### src/rtl/serial_byte_assembler.sv
// -----------------------------------------------------------------------------
// serial_byte_assembler
//
// Purpose:
//   Assembles a serial bit stream into WIDTH-bit words and queues them in a
//   small FIFO. The FIFO head is presented on d with a valid/ready handshake.
//   The block also flags framing slips, where sof arrives mid-word, and FIFO
//   overruns, which are sticky and counted.
//
// Ports:
//   clk        in   1          rising-edge clock
//   rst_n      in   1          asynchronous active-low reset
//   bit_in     in   1          serial data bit
//   bit_valid  in   1          bit_in is sampled this cycle
//   sof        in   1          start of frame; this bit (if valid) is bit 0
//   d          out  WIDTH      FIFO head word (registered)
//   d_valid    out  1          FIFO non-empty (registered)
//   d_ready    in   1          consumer accepts d this cycle
//   level      out  LVL_W      FIFO occupancy, 0..DEPTH
//   sync_err   out  1          one-cycle pulse: partial word discarded by sof
//   overrun    out  1          sticky: a word was dropped on a full FIFO
//   drop_cnt   out  CNT_W      saturating count of dropped words
// -----------------------------------------------------------------------------
module serial_byte_assembler #(
  parameter int WIDTH     = 8,
  parameter int MSB_FIRST = 0,
  parameter int DEPTH     = 2,
  parameter int CNT_W     = 8,
  localparam int LVL_W    = $clog2(DEPTH) + 1
) (
  input  logic             clk,
  input  logic             rst_n,
  input  logic             bit_in,
  input  logic             bit_valid,
  input  logic             sof,
  output logic [WIDTH-1:0] d,
  output logic             d_valid,
  input  logic             d_ready,
  output logic [LVL_W-1:0] level,
  output logic             sync_err,
  output logic             overrun,
  output logic [CNT_W-1:0] drop_cnt
);

  localparam int IDX_W = (WIDTH > 1) ? $clog2(WIDTH) : 1;
  localparam int PTR_W = $clog2(DEPTH);

  // Registered state
  logic [IDX_W-1:0] r_idx;
  logic [WIDTH-1:0] r_shift;
  logic [WIDTH-1:0] r_mem [DEPTH];
  logic [PTR_W-1:0] r_wr_ptr;
  logic [PTR_W-1:0] r_rd_ptr;
  logic [LVL_W-1:0] r_level;
  logic [WIDTH-1:0] r_d;
  logic             r_d_valid;
  logic             r_sync_err;
  logic             r_overrun;
  logic [CNT_W-1:0] r_drop_cnt;

  // Combinational next-state values
  logic [IDX_W-1:0] w_pos;
  logic [WIDTH-1:0] w_mask;
  logic [WIDTH-1:0] w_first_mask;
  logic [WIDTH-1:0] w_word;
  logic             w_last;
  logic             w_push;
  logic             w_pop;
  logic             w_full;
  logic             w_drop;
  logic             w_wr_en;
  logic [IDX_W-1:0] w_idx_next;
  logic [WIDTH-1:0] w_shift_next;
  logic             w_sync_next;
  logic [PTR_W-1:0] w_rd_next;
  logic [PTR_W-1:0] w_wr_next;
  logic [LVL_W-1:0] w_level_next;
  logic [WIDTH-1:0] w_head_next;
  logic             w_valid_next;

  // Bit placement for the current index and for bit 0 of a new frame
  always_comb begin
    w_pos        = r_idx;
    w_first_mask = {{(WIDTH-1){1'b0}}, 1'b1};
    if (MSB_FIRST != 0) begin
      w_pos        = IDX_W'(WIDTH - 1) - r_idx;
      w_first_mask = {1'b1, {(WIDTH-1){1'b0}}};
    end else begin
      w_pos        = r_idx;
      w_first_mask = {{(WIDTH-1){1'b0}}, 1'b1};
    end
  end

  assign w_mask = {{(WIDTH-1){1'b0}}, 1'b1} << w_pos;
  assign w_word = bit_in ? (r_shift | w_mask) : r_shift;
  assign w_last = (r_idx == IDX_W'(WIDTH - 1));

  // A sof on the completing bit restarts the frame instead of pushing.
  assign w_push  = bit_valid && !sof && w_last;
  assign w_pop   = r_d_valid && d_ready;
  assign w_full  = (r_level == LVL_W'(DEPTH));
  // A pop in the same cycle frees the slot, so a full FIFO still accepts.
  assign w_drop  = w_push && w_full && !w_pop;
  assign w_wr_en = w_push && !w_drop;

  // Bit counter, shift register and framing-slip detection
  always_comb begin
    w_idx_next   = r_idx;
    w_shift_next = r_shift;
    w_sync_next  = 1'b0;
    if (sof) begin
      w_sync_next = (r_idx != '0);
      if (bit_valid) begin
        w_idx_next   = IDX_W'(1);
        w_shift_next = bit_in ? w_first_mask : '0;
      end else begin
        w_idx_next   = '0;
        w_shift_next = '0;
      end
    end else if (bit_valid) begin
      if (w_last) begin
        w_idx_next   = '0;
        w_shift_next = '0;
      end else begin
        w_idx_next   = r_idx + IDX_W'(1);
        w_shift_next = w_word;
      end
    end else begin
      w_idx_next   = r_idx;
      w_shift_next = r_shift;
    end
  end

  assign w_rd_next    = r_rd_ptr + PTR_W'(w_pop);
  assign w_wr_next    = r_wr_ptr + PTR_W'(w_wr_en);
  assign w_level_next = r_level + LVL_W'(w_wr_en) - LVL_W'(w_pop);
  assign w_valid_next = (w_level_next != '0);

  // Head word after this edge; a write landing on the new head bypasses r_mem.
  always_comb begin
    w_head_next = r_d;
    if (!w_valid_next) begin
      w_head_next = r_d;
    end else if (w_wr_en && (r_wr_ptr == w_rd_next)) begin
      w_head_next = w_word;
    end else begin
      w_head_next = r_mem[w_rd_next];
    end
  end

  // Assembler state registers
  always_ff @(posedge clk or negedge rst_n) begin
    if (!rst_n) begin
      r_idx      <= '0;
      r_shift    <= '0;
      r_sync_err <= 1'b0;
    end else begin
      r_idx      <= w_idx_next;
      r_shift    <= w_shift_next;
      r_sync_err <= w_sync_next;
    end
  end

  // FIFO storage, pointers and registered head
  always_ff @(posedge clk or negedge rst_n) begin
    if (!rst_n) begin
      for (int i = 0; i < DEPTH; i++) begin
        r_mem[i] <= '0;
      end
      r_wr_ptr  <= '0;
      r_rd_ptr  <= '0;
      r_level   <= '0;
      r_d       <= '0;
      r_d_valid <= 1'b0;
    end else begin
      if (w_wr_en) begin
        r_mem[r_wr_ptr] <= w_word;
      end
      r_wr_ptr  <= w_wr_next;
      r_rd_ptr  <= w_rd_next;
      r_level   <= w_level_next;
      r_d       <= w_head_next;
      r_d_valid <= w_valid_next;
    end
  end

  // Overrun flag and saturating drop counter
  always_ff @(posedge clk or negedge rst_n) begin
    if (!rst_n) begin
      r_overrun  <= 1'b0;
      r_drop_cnt <= '0;
    end else if (w_drop) begin
      r_overrun <= 1'b1;
      if (r_drop_cnt != {CNT_W{1'b1}}) begin
        r_drop_cnt <= r_drop_cnt + CNT_W'(1);
      end
    end
  end

  assign d        = r_d;
  assign d_valid  = r_d_valid;
  assign level    = r_level;
  assign sync_err = r_sync_err;
  assign overrun  = r_overrun;
  assign drop_cnt = r_drop_cnt;

endmodule

### config.mk
export PLATFORM = sky130hd
export DESIGN_NAME = serial_byte_assembler
export DESIGN_NICKNAME = d
export VERILOG_FILES = /design/src/rtl/serial_byte_assembler.sv
export SDC_FILE = /design/constraint.sdc
export NUM_CORES = 1
export LEC_CHECK = 0
export BUFFER_PORTS_ARGS = -buffer_cell sky130_fd_sc_hd__buf_2
export CAP_MARGIN = 40
export CORE_ASPECT_RATIO = 1.75
export CORE_UTILIZATION = 30
export CTS_CLUSTER_DIAMETER = 200
export DETAILED_ROUTE_END_ITERATION = 12
export PLACE_DENSITY = 0.56
export SETUP_SLACK_MARGIN = 0.1
export SYNTH_ARGS = -nofsm -noshare
export SYNTH_HDL_FRONTEND = slang
export SYNTH_SLANG_ARGS = --single-unit
### constraint.sdc
create_clock -name clk -period 3.05 [get_ports clk]
set_input_delay 0.305 -clock clk [delete_from_list [all_inputs] [get_ports clk]]
set_output_delay 0.305 -clock clk [all_outputs]
set_load 0.02 [all_outputs]
==> out/metrics.csv, run 1 <==
metric,value,unit
status,"complete, no violations",
syn_area,2390,sq um
grt_usage,0.1329,
dpl.hpwl,3708,um
drt_iter0_drc,72,
maxSlewHeadroom,0.5331,
io_pins,27,
wl,4934,um
crit_top_cell,ha_1,
antenna_found_initial,0,
synthCells,221,
dp.cells,328,
start_kind,register,
cts_made_buffers,5,
antenna_cells,0,
min_period,2.649,ns
setup_violations,0,
clock_latency,0.29,ns
grt_max_degree,28,
leakagePower,1.345,nW
start_util,0.3136,
cts_tree,yes,
worst-endpoint-required,3.22,ns
grt_pass1_wl,8687,um
dieHeight,120.1,um
drt-pass1-iter-count,4,
p_per_area,774.2,nW/um^2
root_buffer,clkbuf_16,
post_cts_buffers,0,
utilization,0.3575,
clk_pin_slew_worst_paths,0.06,ns
vias_per_cell,5.054,
p_total,2.109,mW
die_x,69.47,um
vdd_drop_max,0.2985,mV
ys_seq_area_frac,0.5236,
end_kind,register,
worstMarginPinSlew,0.6969,ns
ys.warnings.count,0,
ys_types,39,
vias,1688,
cp_cell_sequence,"ha_1, ha_1, and3b_4, a21boi_4, inv_1, ha_1, inv_1, ha_1, xor3_2, nor2_4, a31o_2, o21ai_1",
slew_viol_final,0,
final_cells,334,
grt_pass1_vias,1782,
ant_nets,0,
cts-htree-levels,2,
clk_path_buf_depth,2,
syn_nets,238,
hp-class,input pin to asynchronous set/reset pin,
remaining_drc_errors,0,
drive_gt1_frac,0.1951,
wire_per_inst,14.77,um
placed_area,2585,sq um
die_area,8341,sq um
layout.cell_area.non_filler,2724,sq um
critPathMaxFanout,17,
slowest_delay,0.39,ns
hold_violations,0,
area_growth,13.98,%
port_buffers,26,
period_share,0.8685,
arrival,2.82,ns
synth_seq_cells,50,
path_class,register to register,
tns,0,ns
rsz0062_at_grt,no,
cts_resized,0,
skew,0.003016,ns
grt_overflow_total,0,
holdBufCountCts,0,
fmax,377.5,MHz
slowest_stage,dfrtp_1,
fin_nets,264,
num_rows,42,
core_area,7620,sq um
syn_avg_cell_area,10.81,sq um
drv_cap,0,
numClockSinks,50,
gp_congestion,0.7884,
## power by group
part	switching [mW]	total, mW	internal, mW
registers	0.0806	0.861	0.780
logic	0.430	0.706	0.277
clock network	0.224	0.541	0.317
## flip-flops by register name, indices dropped and copies added (netlist names)
name,flops
level,2
r_shift,8
r_idx,3
r_wr_ptr,1
r_rd_ptr,1
d_valid,1
drop_cnt,8
overrun,1
d,8
sync_err,1
r_mem,16
## routing by layer
metal  up-vias  routed length (um)  GRT usage
li1        827                   -          -
met1       817                1904     0.1399
met2        35                2741     0.2488
met3         9                 184    0.02687
met4         0                 104    0.05995
met5         -                   0          0
## path summary, 6_finish.rpt
path / start / to / slack [ns] / cells past startpoint
max: r_idx[1]$_DFFE_PN0P_ / d[1]$_DFFE_PN0P_ / 0.40 / 12
min: rst_n / r_mem[5]$_DFFE_PN0P_ / 0.003 / 1
max reg2reg: r_idx[1]$_DFFE_PN0P_ / d[1]$_DFFE_PN0P_ / 0.40 / 12
min reg2reg: d[7]$_DFFE_PN0P_ / d[7]$_DFFE_PN0P_ / 0.49 / 2
max in group asynchronous: rst_n / r_mem[14]$_DFFE_PN0P_ / 2.27 / 2
min in group clk: bit_valid / r_idx[2]$_DFFE_PN0P_ / 0.34 / 2
## cell usage after synthesis
cell / instances / area [sq um]
a221oi_1: 8 / 70.07
and2b_1: 1 / 7.510
a21bo_2: 1 / 10.01
xor3_2: 1 / 25.02
a211oi_1: 6 / 45.04
nand3b_1: 1 / 7.510
a2bb2oi_1: 1 / 8.760
and3b_4: 1 / 12.51
a31o_2: 4 / 35.03
nor2_4: 1 / 11.26
inv_1: 11 / 41.29
nand4_1: 1 / 6.260
a21boi_0: 1 / 7.510
ha_1: 11 / 137.6
buf_4: 1 / 7.510
and2_1: 1 / 6.260
mux2_2: 1 / 11.26
nor2_1: 23 / 86.33
and3_1: 8 / 50.05
a31o_1: 5 / 43.79
xnor2_1: 2 / 17.52
o21ai_1: 8 / 40.04
o2111ai_4: 1 / 26.28
nor3_1: 3 / 15.01
o21ai_0: 2 / 10.01
nand2_2: 1 / 6.260
nand3_1: 5 / 25.02
a21oi_1: 22 / 110.1
nor2b_1: 1 / 6.260
mux2i_1: 1 / 10.01
xor2_1: 6 / 52.55
buf_6: 3 / 33.78
nand2b_1: 1 / 6.260
nand2_1: 16 / 60.06
clkbuf_1: 5 / 18.77
a21boi_4: 1 / 18.77
dfrtp_1: 50 / 1251
a31oi_1: 3 / 18.77
xnor2_2: 2 / 32.53
## logic make-up after synthesis
group           synth area share
xor+xnor                 0.05340
buf+inv                  0.04241
mux                     0.008900
fa+ha+maj                0.05759
flops                     0.5236
compound gates            0.1859
simple gates              0.1283
## worst max-delay path: cells and delay by family (launching register included)
family,cells,cell delay [ns]
adders and majority gates,4,0.80
and+or+nand+nor,2,0.55
AOI/OAI and AO/OA,3,0.40
DFF,1,0.39
xor gates and xnor gates,1,0.28
buffers and inverters,2,0.11
## final cells by class
type | instances | area, sq um
multi-input cells | 151 | 1037
inverters | 11 | 41.29
well taps | 88 | 110.1
repair buffers | 28 | 145.1
clock buffers | 6 | 138.9
fillers | 746 | 4896
flip-flops and latches | 50 | 1251
## metrics by stage
| step | hold WS [ns] | setup WS, ns |
|---|---|---|
| 2_1_floorplan | 0.009409 | 0.3629 |
| 3_3_place_gp | 0.3529 | 0.4643 |
| 3_5_place_dp | 0.3452 | 0.3918 |
| 4_1_cts | 0.02772 | 0.3686 |
| 5_1_grt | 0.04870 | 0.1690 |
| 6_report | 0.003339 | 0.4010 |
## cell usage in the layout (no fill, tap or decap), types with 2 or more instances in the layout
cell type / Yosys / routed
nor3_1: 3 / 3
o21ai_0: 2 / 2
xor2_1: 6 / 6
o21ai_1: 8 / 8
a31oi_1: 3 / 3
xnor2_1: 2 / 2
clkbuf_16: 0 / 5
nor2_1: 23 / 23
dfrtp_1: 50 / 50
and3_1: 8 / 8
nand3_1: 5 / 5
nand2_1: 16 / 16
a31o_2: 4 / 4
a31o_1: 5 / 5
ha_1: 11 / 11
xnor2_2: 2 / 2
a221oi_1: 8 / 8
buf_2: 0 / 26
a211oi_1: 6 / 6
inv_1: 11 / 11
buf_4: 1 / 2
a21oi_1: 22 / 22
Power figures use the tool's default switching activity.
==> run 2: changes to the inputs <==
ABC_AREA = 1   (was default)
PLACE_DENSITY = 0.55   (was 0.56)
==> run 2 against run 1 <==
  * Total power is 1.6% lower
  * Fmax is 10% higher
  * Via count is 14% higher
  * Design area is 9.5% higher
  * Combinational power is 3.7% lower
  * Highest routed layer unchanged
==> out/metrics.csv, run 2 <==
metric,value,unit,change
gp_congestion,0.7468,,-5.3%
p_comb_frac,0.328,,-0.007
ys_types,32,,-18%
die_area,8925,sq um,+7.0%
drv_cap,0,,unchanged
grt_usage,0.1279,,-0.005020
syn_area,2561,sq um,+7.2%
final_cells,443,,+33%
worst-endpoint-required,3.29,ns,+0.07 ns
leakagePower,1.503,nW,+12%
critPathMaxFanout,9,,-8
vdd_drop_max,0.2659,mV,-11%
slew_viol_final,0,,unchanged
worstMarginPinSlew,0.4967,ns,-0.2002 ns
top_layer,met4,,
arrival,2.65,ns,-0.17 ns
min_period,2.408,ns,-0.2411 ns
rsz0062_at_grt,no,,
clk_path_buf_depth,2,,unchanged
root_buffer,clkbuf_16,,
placed_area,2818,sq um,+9.0%
core_area,8313,sq um,+9.1%
power.switching,0.7869,mW,+7.2%
max_flop_register,r_mem,,
synthCells,296,,+34%
setup_violations,0,,unchanged
yosys.area.top_type,dfrtp_1,,
grt_overflow_total,0,,unchanged
drt-pass1-iter-count,4,,unchanged
cts_tree,yes,,
clock_latency,0.30,ns,about the same
power_frac_clock,0.283,,+0.026
remaining_drc_errors,0,,unchanged
switching_share,0.3794,,+0.03113
grt_max_degree,30,,+7.1%
syn_nets,313,,+32%
wl_met2,2750,um,+0.33%
layout_commonest_cell,nand2_1,,
ys_seq_area_frac,0.4885,,-0.03504
rrSetupSlack,0.64,ns,+0.24 ns
synth_most_common_cell,nand2_1,,
path_class,register to register,,
fillers,863,,+16%
area_growth,16.41,%,
start_util,0.3081,,-0.005531
ant_nets,0,,unchanged
grt_pass1_vias,1932,,+8.4%
synthFlopType,dfrtp_1,,
dieHeight,124.2,um,+3.5%
port_buffers,26,,unchanged
synth_common_cells,"nand2_1, dfrtp_1, inv_1, nand3_1, o21ai_0",,
end_kind,register,,
synth_seq_cells,50,,unchanged
post_cts_buffers,0,,unchanged
intPower,1.287,mW,-6.3%
die_x,71.85,um,+3.4%
ys.warnings.count,0,,unchanged
maxSlewHeadroom,0.6689,,+0.1358
synth_enable_flop_cells,0,,unchanged
hp-class,input pin to register,,
hold_violations,0,,unchanged
cts_made_buffers,5,,unchanged
start_kind,register,,
dpl.hpwl,3979,um,+7.3%
wl_met3,117,um,-36%
synth_top_cell_area_share,0.4885,,-0.03504
synth_area_leaders,"dfrtp_1, nand2_1, nand3_1",,
antenna_cells,0,,unchanged
cts-htree-levels,2,,unchanged
fmax,415.3,MHz,+10%
wl_met1,2112,um,+11%
drt_iter0_drc,73,,+1.4%
numClockSinks,50,,unchanged
period_share,0.7895,,-0.07906
fin_ws,0.6421,ns,+0.2411 ns
vias_per_cell,4.336,,-14%
p_per_area,695.7,nW/um^2,-10%
num_rows,44,,+4.8%
tns,0,ns,unchanged
final_cell_mix,"nand2_1, dfrtp_1, inv_1",,
hold_depth,3,,
wire_per_inst,11.50,um,-22%
grt_pass1_wl,8914,um,+2.6%
fin_nets,344,,+30%
syn_avg_cell_area,8.653,sq um,-20%
clk_pin_slew_worst_paths,0.07,ns,about the same
layout.cell_area.non_filler,2982,sq um,+9.5%
io_pins,27,,unchanged
status,"complete, no violations",,
largest_register_ffs,16,,unchanged
dpl_worst_slack,0.6500,ns,+0.2582 ns
antenna_found_initial,0,,unchanged
drive_gt1_frac,0.1921,,-0.003049
wl,5096,um,+3.3%
vias,1921,,+14%
synthArstFlopShare,1.000,,unchanged
skew,0.008592,ns,+0.005575 ns
worst_r2r_path_depth,12,,unchanged
seqPwrFrac,0.390,,-0.018
dp.cells,434,,+32%
[run 2: cell types whose count changed after synthesis, moves of 6 or more]
cell      change
a211oi_1      -6
a21oi_1      -18
a221oi_1      -8
and3_1        -8
inv_1        +26
nand2_1      +55
nand3_1      +27
nor2_1       -13
o21ai_0      +28
o21ai_1       -7
o21ai_2       +8
[run 2: metal layers]
layer,up-vias,global-route usage
met5,-,0
met4,0,0.05882
met3,6,0.02273
met2,31,0.2342
met1,876,0.1377
li1,1008,-
[run 2: worst max-delay path: stages, from the launching register on]
cell and delay [ns]:
dfrtp_1 0.38, ha_1 0.18, ha_1 0.23, nand3_2 0.14, a21oi_2 0.14, inv_1 0.05
ha_1 0.27, inv_1 0.04, ha_1 0.28, clkinv_1 0.21, nand3_2 0.24, nand3_1 0.11
nand2_1 0.06
[run 2: cell type report]
cell class | count | area (sq um) | area share
multi-input cells | 198 | 1116 | 0.3743
clock buffers | 5 | 125.1 | 0.04196
repair buffers | 29 | 155.1 | 0.05204
clock inverters | 3 | 28.78 | 0.009652
inverters | 43 | 161.4 | 0.05413
well taps | 115 | 143.9 | 0.04826
flip-flops and latches | 50 | 1251 | 0.4196
[run 2: kinds of logic (layout without fill, tap and decap cells)]
| logic type | after synthesis | count (layout) | synth area share |
|---|---|---|---|
| compound gates | 51 | 51 | 0.1212 |
| fa+ha+maj | 11 | 11 | 0.05374 |
| buf+inv | 48 | 80 | 0.07572 |
| flops | 50 | 50 | 0.4885 |
| xor+xnor | 8 | 8 | 0.02736 |
| simple gates | 128 | 128 | 0.2335 |
[run 2: final timing paths]
| kind | from | endpoint |
|---|---|---|
| worst max-delay path | r_idx[0]$_DFFE_PN0P_ | d[5]$_DFFE_PN0P_ |
| worst max register to register | r_idx[0]$_DFFE_PN0P_ | d[5]$_DFFE_PN0P_ |
| worst min-delay path | sof | sync_err$_DFF_PN0_ |
| worst min register to register | overrun$_DFFE_PN0P_ | overrun$_DFFE_PN0P_ |
| max in group asynchronous | rst_n | r_mem[9]$_DFFE_PN0P_ |
| min in group asynchronous | rst_n | drop_cnt[3]$_DFFE_PN0P_ |
[run 2: repair_timing]
action / in CTS / in global routing
resized for setup: 0 / 0
endpoints found under the setup margin: 0 / 0
hold buffers: 1 / 0
endpoints found under the hold margin: 21 / 0
[run 2: per-stage QoR]
stage               hold WS [ns]  power (mW)  utilization
finish                    0.3126       2.074       0.3587
CTS                       0.3038       2.108       0.3587
floorplan               0.009409       1.350            -
detailed placement        0.3016       1.514       0.3390
global placement          0.2997       1.504       0.3390
global route              0.3433       2.221       0.3587
[run 2: power groups by stage]
| stage | Combinational [mW] | Sequential (mW) | Clock, mW |
|---|---|---|---|
| floorplan | 0.457 | 0.893 | 0 |
| global placement | 0.682 | 0.822 | 0 |
| detailed placement | 0.690 | 0.824 | 0 |
| CTS | 0.693 | 0.812 | 0.603 |
| global route | 0.776 | 0.819 | 0.627 |
| finish | 0.680 | 0.808 | 0.587 |
==> run 3: changes to the inputs <==
clock period = 2.5 ns   (was 3.05 ns; I/O delays follow)
==> run 3 against run 2 <==
  * Combinational power up 33%
  * Final cell count up 0.68%
  * Via count up 3.2%
  * Count of clock-buffer cells in the layout did not move
  * Setup slack worse by 0.35 ns
  * Utilization is 0.74 points higher
  * Global-route usage is 0.39 points higher
  * Non-clock buffer count grew 3
  * Worst hold slack worse by 0.048 ns
  * Largest power group unchanged
  * Highest routed layer unchanged
==> out/metrics.csv, run 3 (synthesis gave the netlist of run 2 again) <==
metric,value,unit,change
cts_tree,yes,,
start_util,0.3081,,unchanged
vias_per_cell,4.444,,+2.5%
status,"complete, no violations",,
grt_overflow_total,0,,unchanged
largest_register_ffs,16,,unchanged
worstMarginPinSlew,0.6475,ns,+0.1509 ns
end_kind,register,,
core_area,8313,sq um,unchanged
min_from,sof,,
drive_gt1_frac,0.2085,,+0.01639
worst_r2r_path_depth,12,,unchanged
vias,1982,,+3.2%
dieHeight,124.2,um,unchanged
hold_violations,0,,unchanged
startpoint,r_idx[0]$_DFFE_PN0P_,,
slowest_stage,dfrtp_1,,
r2r_end,d[1]$_DFFE_PN0P_,,
maxSlewHeadroom,0.5683,,-0.1006
crit_top_cell,ha_1,,
setup_violations,0,,unchanged
rrSetupSlack,0.29,ns,-0.35 ns
p_per_area,876.7,nW/um^2,+26%
grt_max_degree,28,,-6.7%
cts-htree-levels,2,,unchanged
grt_pass1_wl,9225,um,+3.5%
rsz0062_at_grt,no,,
final_cell_mix,"nand2_1, dfrtp_1, inv_1",,
setup.worst_path.end,d[1]$_DFFE_PN0P_,,
worst-endpoint-required,2.68,ns,-0.61 ns
skew,0.005730,ns,-0.002862 ns
clk_pin_slew_worst_paths,0.07,ns,about the same
layout_commonest_cell,nand2_1,,
port_buffers,26,,unchanged
r2r-start,r_idx[0]$_DFFE_PN0P_,,
slowest_delay,0.37,ns,about the same
antenna_found_initial,0,,unchanged
root_buffer,clkbuf_16,,
grt_usage,0.1318,,+0.003876
max_flop_register,r_mem,,
numClockSinks,50,,unchanged
remaining_drc_errors,0,,unchanged
num_rows,44,,unchanged
clock_latency,0.29,ns,about the same
antenna_cells,0,,unchanged
die_area,8925,sq um,unchanged
die_x,71.85,um,unchanged
period_share,0.8831,,+0.09360
gp_congestion,0.7494,,+0.35%
wire_per_inst,12.09,um,+5.1%
ant_nets,0,,unchanged
io_pins,27,,unchanged
fillers,858,,-0.58%
cts_made_buffers,5,,unchanged
drt_iter0_drc,109,,+49%
fin_nets,347,,+0.87%
start_kind,register,,
fmax,453.0,MHz,+9.1%
leakagePower,1.520,nW,+1.2%
grt_pass1_vias,2006,,+3.8%
wl,5392,um,+5.8%
fin_ws,0.2923,ns,-0.3498 ns
critPathMaxFanout,9,,unchanged
cp_cell_sequence,"ha_1, ha_4, nand3_2, a21oi_2, inv_1, ha_1, inv_1, ha_1, inv_2, nand3_4, nand3_1, nand2_1",,
dpl.hpwl,4063,um,+2.1%
hp-class,input pin to register,,
path_class,register to register,,
arrival,2.39,ns,-0.26 ns
hold_depth,3,,unchanged
dpl_worst_slack,0.1919,ns,-0.4581 ns
area_growth,18.81,%,
slew_viol_final,0,,unchanged
vdd_drop_max,0.3343,mV,+26%
drt-pass1-iter-count,4,,unchanged
min_period,2.208,ns,-0.2002 ns
clk_path_buf_depth,2,,unchanged
tns,0,ns,unchanged
drv_cap,0,,unchanged
==> run 3: metal layers <==
| layer | GRT usage | part of all wire | up-vias |
|---|---|---|---|
| met1 | 0.1424 | 0.41 | 925 |
| met3 | 0.01705 | 0.023 | 8 |
| li1 | - | - | 1017 |
| met5 | 0 | 0 | - |
| met2 | 0.2420 | 0.54 | 32 |
| met4 | 0.06690 | 0.027 | 0 |
==> run 3: through the flow <==
stage / utilization / total power, mW / hold WS [ns] / area [sq um] / instances
floorplan: - / 1.648 / -0.04559 / 2561 / 296
global placement: 0.3408 / 1.861 / 0.3016 / 2833 / 436
detailed placement: 0.3408 / 1.876 / 0.3083 / 2833 / 436
CTS: 0.3624 / 2.674 / 0.2538 / 3013 / 445
global route: 0.3660 / 2.841 / 0.2779 / 3043 / 446
finish: 0.3660 / 2.668 / 0.2643 / 3043 / 446
==> run 3: repair_timing <==
action                                  4_1_cts  5_1_grt
buffers inserted                              0        1
resized for setup                             0        6
endpoints found under the setup margin        0       14
endpoints found under the hold margin        13        0
hold buffers                                  1        0
==> run 3: how the worst min path moves through the flow <==
stage                                          to  slack (ns)
after global routing           sync_err$_DFF_PN0_        0.28
after floorplan                  d[0]$_DFFE_PN0P_       -0.05
after global placement    drop_cnt[3]$_DFFE_PN0P_        0.30
after detailed placement  drop_cnt[2]$_DFFE_PN0P_        0.31
final                          sync_err$_DFF_PN0_        0.26
after CTS                    r_idx[0]$_DFFE_PN0P_        0.25
==> run 3: layout make-up <==
cell class | count | area [sq um] | share of cell area
Timing Repair Buffer | 32 | 177.7 | 0.05839
Sequential cell | 50 | 1251 | 0.4112
Clock inverter | 3 | 45.04 | 0.01480
Multi-Input combinational cell | 198 | 1139 | 0.3742
Inverter | 43 | 161.4 | 0.05304
Clock buffer | 5 | 125.1 | 0.04112
Tap cell | 115 | 143.9 | 0.04729
==> run 3: where the power goes <==
group | internal (mW) | switching (mW)
Combinational | 0.309 | 0.594
Sequential | 0.917 | 0.0703
Clock | 0.472 | 0.305
Total | 1.70 | 0.970
==> run 3: critical path, delay by kind of cell (launching register included) <==
family / cells / cell delay, ns
adder cells (fa/ha/maj): 4 / 0.96
AO/OA/AOI/OAI: 1 / 0.15
flip-flops: 1 / 0.37
buffers and inverters: 3 / 0.18
AND/OR/NAND/NOR: 4 / 0.43
